$ cat config.mk
export PLATFORM = sky130hd
export DESIGN_NAME = mem_stage_ctrl
export DESIGN_NICKNAME = d
export VERILOG_FILES = /design/src/rtl/mem_stage_ctrl.sv
export SDC_FILE = /design/constraint.sdc
export NUM_CORES = 1
export LEC_CHECK = 0
export CAP_MARGIN = 20
export CORE_MARGIN = 2
export CORE_UTILIZATION = 45
export DETAILED_ROUTE_END_ITERATION = 8
export MAX_ROUTING_LAYER = met4
export PLACE_DENSITY = 0.86
export SKIP_CTS_REPAIR_TIMING = 1
export SLEW_MARGIN = 20
export SYNTH_ARGS = -nofsm -noshare
export SYNTH_HDL_FRONTEND = slang
export SYNTH_SLANG_ARGS = --single-unit
$ cat constraint.sdc
create_clock -name clk -period 1.9 [get_ports clk]
set_clock_uncertainty 0.05 [all_clocks]
set_input_delay 0.38 -clock clk [delete_from_list [all_inputs] [get_ports clk]]
set_output_delay 0.38 -clock clk [all_outputs]
set_load 0.005 [all_outputs]
$ cat src/rtl/mem_stage_ctrl.sv
// rtl/mem_stage_ctrl.sv - MEM pipeline stage: req/ack data-memory access with upstream stall
// Optional access timeout enabled by defining DMEM_TIMEOUT_EN.
module mem_stage_ctrl #(
    parameter int DATAPATH_WIDTH     = 64,
    parameter int REGFILE_ADDR_WIDTH = 5,
    parameter int THREAD_BITS        = 2,
    parameter int DMEM_ADDR_WIDTH    = 10,
    parameter int TIMEOUT_CYCLES     = 16
) (
    input  logic                          clk,
    input  logic                          reset,
    input  logic                          in_valid,
    input  logic [DATAPATH_WIDTH-1:0]     alu_result_in,
    input  logic [DATAPATH_WIDTH-1:0]     store_data_in,
    input  logic [REGFILE_ADDR_WIDTH-1:0] WR_addr_in,
    input  logic                          WR_en_in,
    input  logic                          mem_read_in,
    input  logic                          mem_write_in,
    input  logic [THREAD_BITS-1:0]        thread_id_in,
    output logic                          stall_out,
    output logic                          wb_en_out,
    output logic [DATAPATH_WIDTH-1:0]     accum_out,
    output logic [REGFILE_ADDR_WIDTH-1:0] WR_addr_out,
    output logic                          WR_en_out,
    output logic                          mem_reg_sel_out,
    output logic [THREAD_BITS-1:0]        thread_id_out,
    output logic                          err_out,
    output logic                          dmem_req,
    output logic                          dmem_we,
    output logic [DMEM_ADDR_WIDTH-1:0]    dmem_addr,
    output logic [DATAPATH_WIDTH-1:0]     dmem_wdata,
    input  logic [DATAPATH_WIDTH-1:0]     dmem_rdata,
    input  logic                          dmem_ack
);

    typedef enum logic [1:0] {S_IDLE, S_WAIT, S_DONE} state_t;

    state_t                          state_q, state_d;
    logic                            dmem_req_q, dmem_req_d;
    logic                            dmem_we_q, dmem_we_d;
    logic [DMEM_ADDR_WIDTH-1:0]      dmem_addr_q, dmem_addr_d;
    logic [DATAPATH_WIDTH-1:0]       dmem_wdata_q, dmem_wdata_d;
    logic [DATAPATH_WIDTH-1:0]       held_alu_q, held_alu_d;
    logic [DATAPATH_WIDTH-1:0]       held_data_q, held_data_d;
    logic [REGFILE_ADDR_WIDTH-1:0]   held_wr_addr_q, held_wr_addr_d;
    logic                            held_wr_en_q, held_wr_en_d;
    logic                            held_read_q, held_read_d;
    logic [THREAD_BITS-1:0]          held_thread_q, held_thread_d;
    logic                            err_q, err_d;
    logic                            mem_op;
    logic                            timeout_hit;

    assign mem_op = in_valid & (mem_read_in | mem_write_in);

`ifdef DMEM_TIMEOUT_EN
    localparam int CNT_W = $clog2(TIMEOUT_CYCLES);
    logic [CNT_W-1:0] wait_cnt_q, wait_cnt_d;
    assign timeout_hit = (wait_cnt_q == CNT_W'(TIMEOUT_CYCLES - 1));
`else
    logic unused_timeout_cfg;
    assign unused_timeout_cfg = (TIMEOUT_CYCLES < 2);
    assign timeout_hit = 1'b0;
`endif

    always_comb begin
        state_d        = state_q;
        dmem_req_d     = dmem_req_q;
        dmem_we_d      = dmem_we_q;
        dmem_addr_d    = dmem_addr_q;
        dmem_wdata_d   = dmem_wdata_q;
        held_alu_d     = held_alu_q;
        held_data_d    = held_data_q;
        held_wr_addr_d = held_wr_addr_q;
        held_wr_en_d   = held_wr_en_q;
        held_read_d    = held_read_q;
        held_thread_d  = held_thread_q;
        err_d          = err_q;
`ifdef DMEM_TIMEOUT_EN
        wait_cnt_d     = wait_cnt_q;
`endif
        case (state_q)
            S_IDLE: begin
                err_d = 1'b0;
                if (mem_op) begin
                    held_alu_d     = alu_result_in;
                    held_wr_addr_d = WR_addr_in;
                    held_wr_en_d   = WR_en_in;
                    held_read_d    = mem_read_in;
                    held_thread_d  = thread_id_in;
                    dmem_req_d     = 1'b1;
                    // Read wins when both read and write are flagged.
                    dmem_we_d      = mem_write_in & ~mem_read_in;
                    dmem_addr_d    = alu_result_in[DMEM_ADDR_WIDTH+2:3];
                    dmem_wdata_d   = store_data_in;
                    state_d        = S_WAIT;
`ifdef DMEM_TIMEOUT_EN
                    wait_cnt_d     = '0;
`endif
                end
            end
            S_WAIT: begin
                if (dmem_ack) begin
                    if (held_read_q) held_data_d = dmem_rdata;
                    dmem_req_d = 1'b0;
                    dmem_we_d  = 1'b0;
                    state_d    = S_DONE;
                end else if (timeout_hit) begin
                    dmem_req_d = 1'b0;
                    dmem_we_d  = 1'b0;
                    err_d      = 1'b1;
                    state_d    = S_DONE;
                end else begin
`ifdef DMEM_TIMEOUT_EN
                    wait_cnt_d = wait_cnt_q + CNT_W'(1);
`endif
                end
            end
            default: begin
                err_d   = 1'b0;
                state_d = S_IDLE;
            end
        endcase
    end

    always_ff @(posedge clk) begin
        if (reset) begin
            state_q        <= S_IDLE;
            dmem_req_q     <= 1'b0;
            dmem_we_q      <= 1'b0;
            dmem_addr_q    <= '0;
            dmem_wdata_q   <= '0;
            held_alu_q     <= '0;
            held_data_q    <= '0;
            held_wr_addr_q <= '0;
            held_wr_en_q   <= 1'b0;
            held_read_q    <= 1'b0;
            held_thread_q  <= '0;
            err_q          <= 1'b0;
`ifdef DMEM_TIMEOUT_EN
            wait_cnt_q     <= '0;
`endif
        end else begin
            state_q        <= state_d;
            dmem_req_q     <= dmem_req_d;
            dmem_we_q      <= dmem_we_d;
            dmem_addr_q    <= dmem_addr_d;
            dmem_wdata_q   <= dmem_wdata_d;
            held_alu_q     <= held_alu_d;
            held_data_q    <= held_data_d;
            held_wr_addr_q <= held_wr_addr_d;
            held_wr_en_q   <= held_wr_en_d;
            held_read_q    <= held_read_d;
            held_thread_q  <= held_thread_d;
            err_q          <= err_d;
`ifdef DMEM_TIMEOUT_EN
            wait_cnt_q     <= wait_cnt_d;
`endif
        end
    end

    assign dmem_req   = dmem_req_q;
    assign dmem_we    = dmem_we_q;
    assign dmem_addr  = dmem_addr_q;
    assign dmem_wdata = dmem_wdata_q;

    // Handshake strobes are masked while reset is asserted so an abandoned access never hands off.
    always_comb begin
        stall_out       = 1'b0;
        wb_en_out       = 1'b0;
        accum_out       = alu_result_in;
        WR_addr_out     = WR_addr_in;
        WR_en_out       = 1'b0;
        mem_reg_sel_out = 1'b0;
        thread_id_out   = thread_id_in;
        err_out         = 1'b0;
        if (!reset) begin
            case (state_q)
                S_IDLE: begin
                    if (mem_op) begin
                        stall_out = 1'b1;
                    end else if (in_valid) begin
                        wb_en_out = 1'b1;
                        WR_en_out = WR_en_in;
                    end
                end
                S_WAIT: stall_out = 1'b1;
                default: begin
                    wb_en_out       = 1'b1;
                    accum_out       = (held_read_q && !err_q) ? held_data_q : held_alu_q;
                    WR_addr_out     = held_wr_addr_q;
                    WR_en_out       = held_wr_en_q & ~err_q;
                    mem_reg_sel_out = held_read_q;
                    thread_id_out   = held_thread_q;
                    err_out         = err_q;
                end
            endcase
        end
    end

endmodule

==> qor.log <==
[outcome] outcome finished with violations
[setup_path] crit start category flop
[logic_synthesis] post-synthesis share of cell area spent on full adders, half adders and majority gates 0
[setup_path] worst setup path endpoint WR_addr_out[4]
[detailed_routing] drt wl/cell 18.0 um
[timing] transition time at the pin with the least slew margin 0.767 ns
[pwr] maximum VDD drop 0.444 mV
[finish] Area growth syn-to-layout 57.5%
[floorplan] starting density of the core 0.458
[grt] number of antenna violations at the first check in global routing 0
[run] max-cap viol count 0
[cts] number of CTS-inserted buffers 23
[logic_synthesis] multiplexer share of the synthesized area 0.209
[logic_synthesis] simple logic cell fraction of the synthesized area 0.255
[cts] CTS sink cnt 205
[detailed_routing] Avg Vias per Cell 5.10
[logic_synthesis] fraction of synthesized cell area in xor and xnor cells 0
[setup_path] type of the worst setup path flop to output port
[detailed_routing] Detail Route Antenna Nets 0
[placed_design] total cell area at the placement stage 14,100 um^2
[cts] TritonCTS clock tree yes
[detailed_routing] number of DRC violations after detailed routing 0
[placed_design] routability-driven placement congestion ratio 0.804
[logic_synthesis] post-synth net total 1,340
[detailed_routing] violation count after the first detailed-route iteration 406
[setup_path] Crit Reg-Reg Endpoint held_alu_q[47]
[timing] Final min period 2.20 ns
[timing] setup_tns -15.64 ns
[timing] crit share post-route 1.16
[cts] clock input transition at the sequential cells of the worst setup and hold paths 0.06 ns
[setup_path] Worst Setup End Kind output port
[floorplan] I/O pin total 358
[detailed_routing] total vias in the final route 9,355
[timing] final setup violating endpoints 74
[floorplan] cell row count 54
[setup_path] worst path arrival time 1.77 ns
[cts] clock latency on the worst-skew pair 0.51 ns
[detailed_routing] number of optimization iterations in the first detailed-route pass 4
[setup_path] reg-to-reg setup timing slack 0.08 ns
[floorplan] Core Area 21,800 um^2
[logic_synthesis] average cell area after synthesis 8.79 um^2
[timing] worst hold-check slack 0.345 ns
[logic_synthesis] register bit count reported by yosys 205
[timing] RSZ-0062 raised after global routing true
[timing] max-slew violation count 0
[grt] wire length of the first global-routing pass 46,100 um
[floorplan] chip width 153 um
[setup_path] Crit Reg-Reg Startpoint state_q[1]
[cts] Root Driver clkbuf_16
[setup_path] r2r worst-path depth 6
[logic_synthesis] combinational family with the most area after synthesis simple AND/OR/NAND/NOR gates
[placed_design] HPWL reported at the end of detailed placement 20,600 um
[finish] share of post-route cells with drive strength above 1 0.179
[timing] Slew Limit Headroom 0.488
[placed_design] placed instance count 1,741
[cts] maximum buffer depth of the clock tree 3
[outcome] violations in the final reports negative setup slack
[setup_path] critical path required time 1.47 ns
[logic_synthesis] share of synthesized area occupied by flip-flops and latches 0.412
[logic_synthesis] post-synthesis cell area 9970 um^2
[grt] via count of the first global-routing pass 9,049
[grt] grt ovf 0
[placed_design] I/O Buffers 356
[hold_path] worst min path class primary input to flop
[pwr] static leakage power 6.30 nW
[logic_synthesis] number of warnings issued by yosys 0
[timing] Hold Vio Cnt, Final 0
[timing] highest clock frequency the design can meet 454 MHz
[detailed_routing] total routed wirelength 32,900 um
[timing] final setup margin -0.304 ns
[grt] Total GRT Usage 0.246
[setup_path] Setup crit start state_q[1]
[finish] number of nets in the layout 1,745
[pwr] power density cells 733 nW/um^2
[grt] pin count of the biggest net entering global routing 106
[finish] post-route standard cell area excluding fillers 15,700 um^2
[cts] H-tree depth 1
[finish] ant diodes 0
[finish] final standard cell count with taps included and fillers excluded 1,834
[floorplan] Chip Height 153 um
[logic_synthesis] instance count of the mapped netlist 1,134
[logic_synthesis] Synth Area in Compound Gates 0.0686
[logic_synthesis] Yosys cell types 27
[finish] final core occ 0.722
[floorplan] area of the die 23,400 um^2
[setup_path] top fanout value on the critical path 7
per-stage QoR:
stage | total power, mW | setup slack, ns
after floorplan | 5.61 | 0.215
after global placement | 6.71 | -0.552
after detailed placement | 6.76 | -0.557
after CTS | 11.4 | -0.740
after global routing | 12.0 | -0.376
final | 11.5 | -0.304
state kept, by name, summed over array words and instances (netlist names):
name,count
held_alu_q,55
dmem_we,1
dmem_wdata,64
held_read_q,1
dmem_addr,9
held_wr_addr_q,5
dmem_req,1
state_q,2
held_wr_en_q,1
held_thread_q,2
held_data_q,64
kinds of logic after synthesis:
family | count (synthesis)
buf+inv | 104
other cells | 1
compound gates | 135
mux | 207
simple gates | 482
flops | 205
where the power goes:
group	internal, mW	total [mW]	switching [mW]
logic	1.35	2.20	0.843
clock network	2.82	4.65	1.83
registers	4.52	4.67	0.145
total	8.69	11.5	2.82
placed cells by master, fill, tap and decap left out, types with 25 or more instances in the layout:
master and count:
clkbuf_16 36, buf_4 73, buf_2 25, a21oi_1 67, nand2_1 186, clkdlybuf4s50_1 278, o21ai_1 39, clkbuf_2 32
nand2b_1 272, dfxtp_1 201, mux2i_1 187
worst min path at each step:
stage / cells past startpoint / slack, ns / startpoint / end
floorplan: 2 / 0.39 / held_data_q[0] / held_data_q[0]
global placement: 2 / 0.39 / held_data_q[32] / held_data_q[32]
detailed placement: 2 / 0.40 / held_data_q[50] / held_data_q[50]
CTS: 3 / 0.35 / dmem_rdata[55] / held_data_q[55]
global route: 3 / 0.36 / dmem_rdata[55] / held_data_q[55]
finish: 3 / 0.35 / mem_write_in / dmem_we
cell usage after synthesis:
cell type,instances,share of area
buf_8,4,0.0060
dfxtp_1,205,0.41
buf_2,19,0.0095
nand4b_1,2,0.0018
nand2b_1,273,0.17
a31oi_1,1,0.00063
buf_1,1,0.00038
nor2_1,5,0.0019
inv_1,3,0.0011
conb_1,1,0.00038
nand3b_1,3,0.0023
mux2i_1,200,0.20
or2_2,1,0.00063
o21ai_0,65,0.033
a21oi_1,67,0.034
nor4b_1,1,0.00088
nor4b_2,1,0.0015
and4b_1,1,0.0010
buf_4,21,0.016
nand2_1,193,0.073
clkbuf_1,55,0.021
a32oi_1,1,0.00088
nor3_1,1,0.00050
mux2_2,7,0.0079
or3_1,1,0.00063
a221oi_1,1,0.00088
buf_12,1,0.0020
cell type report:
cell class                 instances  area (um^2)
sequential                       205         4110
multi-input combinational        827         5630
timing repair buffer             479         4820
inverter                           3         11.3
tap                              280          350
clock buffer                      30          652
fill                            1610         6050
clock inverter                    10          131
critical path, cell delays in order, from the launching register on:
cell and delay [ns]:
dfxtp_4 0.40, nand2b_4 0.09, buf_6 0.13, buf_16 0.13, buf_4 0.13, mux2_2 0.26, clkbuf_2 0.11
metal layers:
metal	GRT usage	vias up	routed length [um]
li1	-	4527	-
met1	0.288	4461	13500
met2	0.428	298	16800
met3	0.0434	69	1610
met4	0.0798	0	999
met5	-	-	0
(Power assumes the default switching activity.)
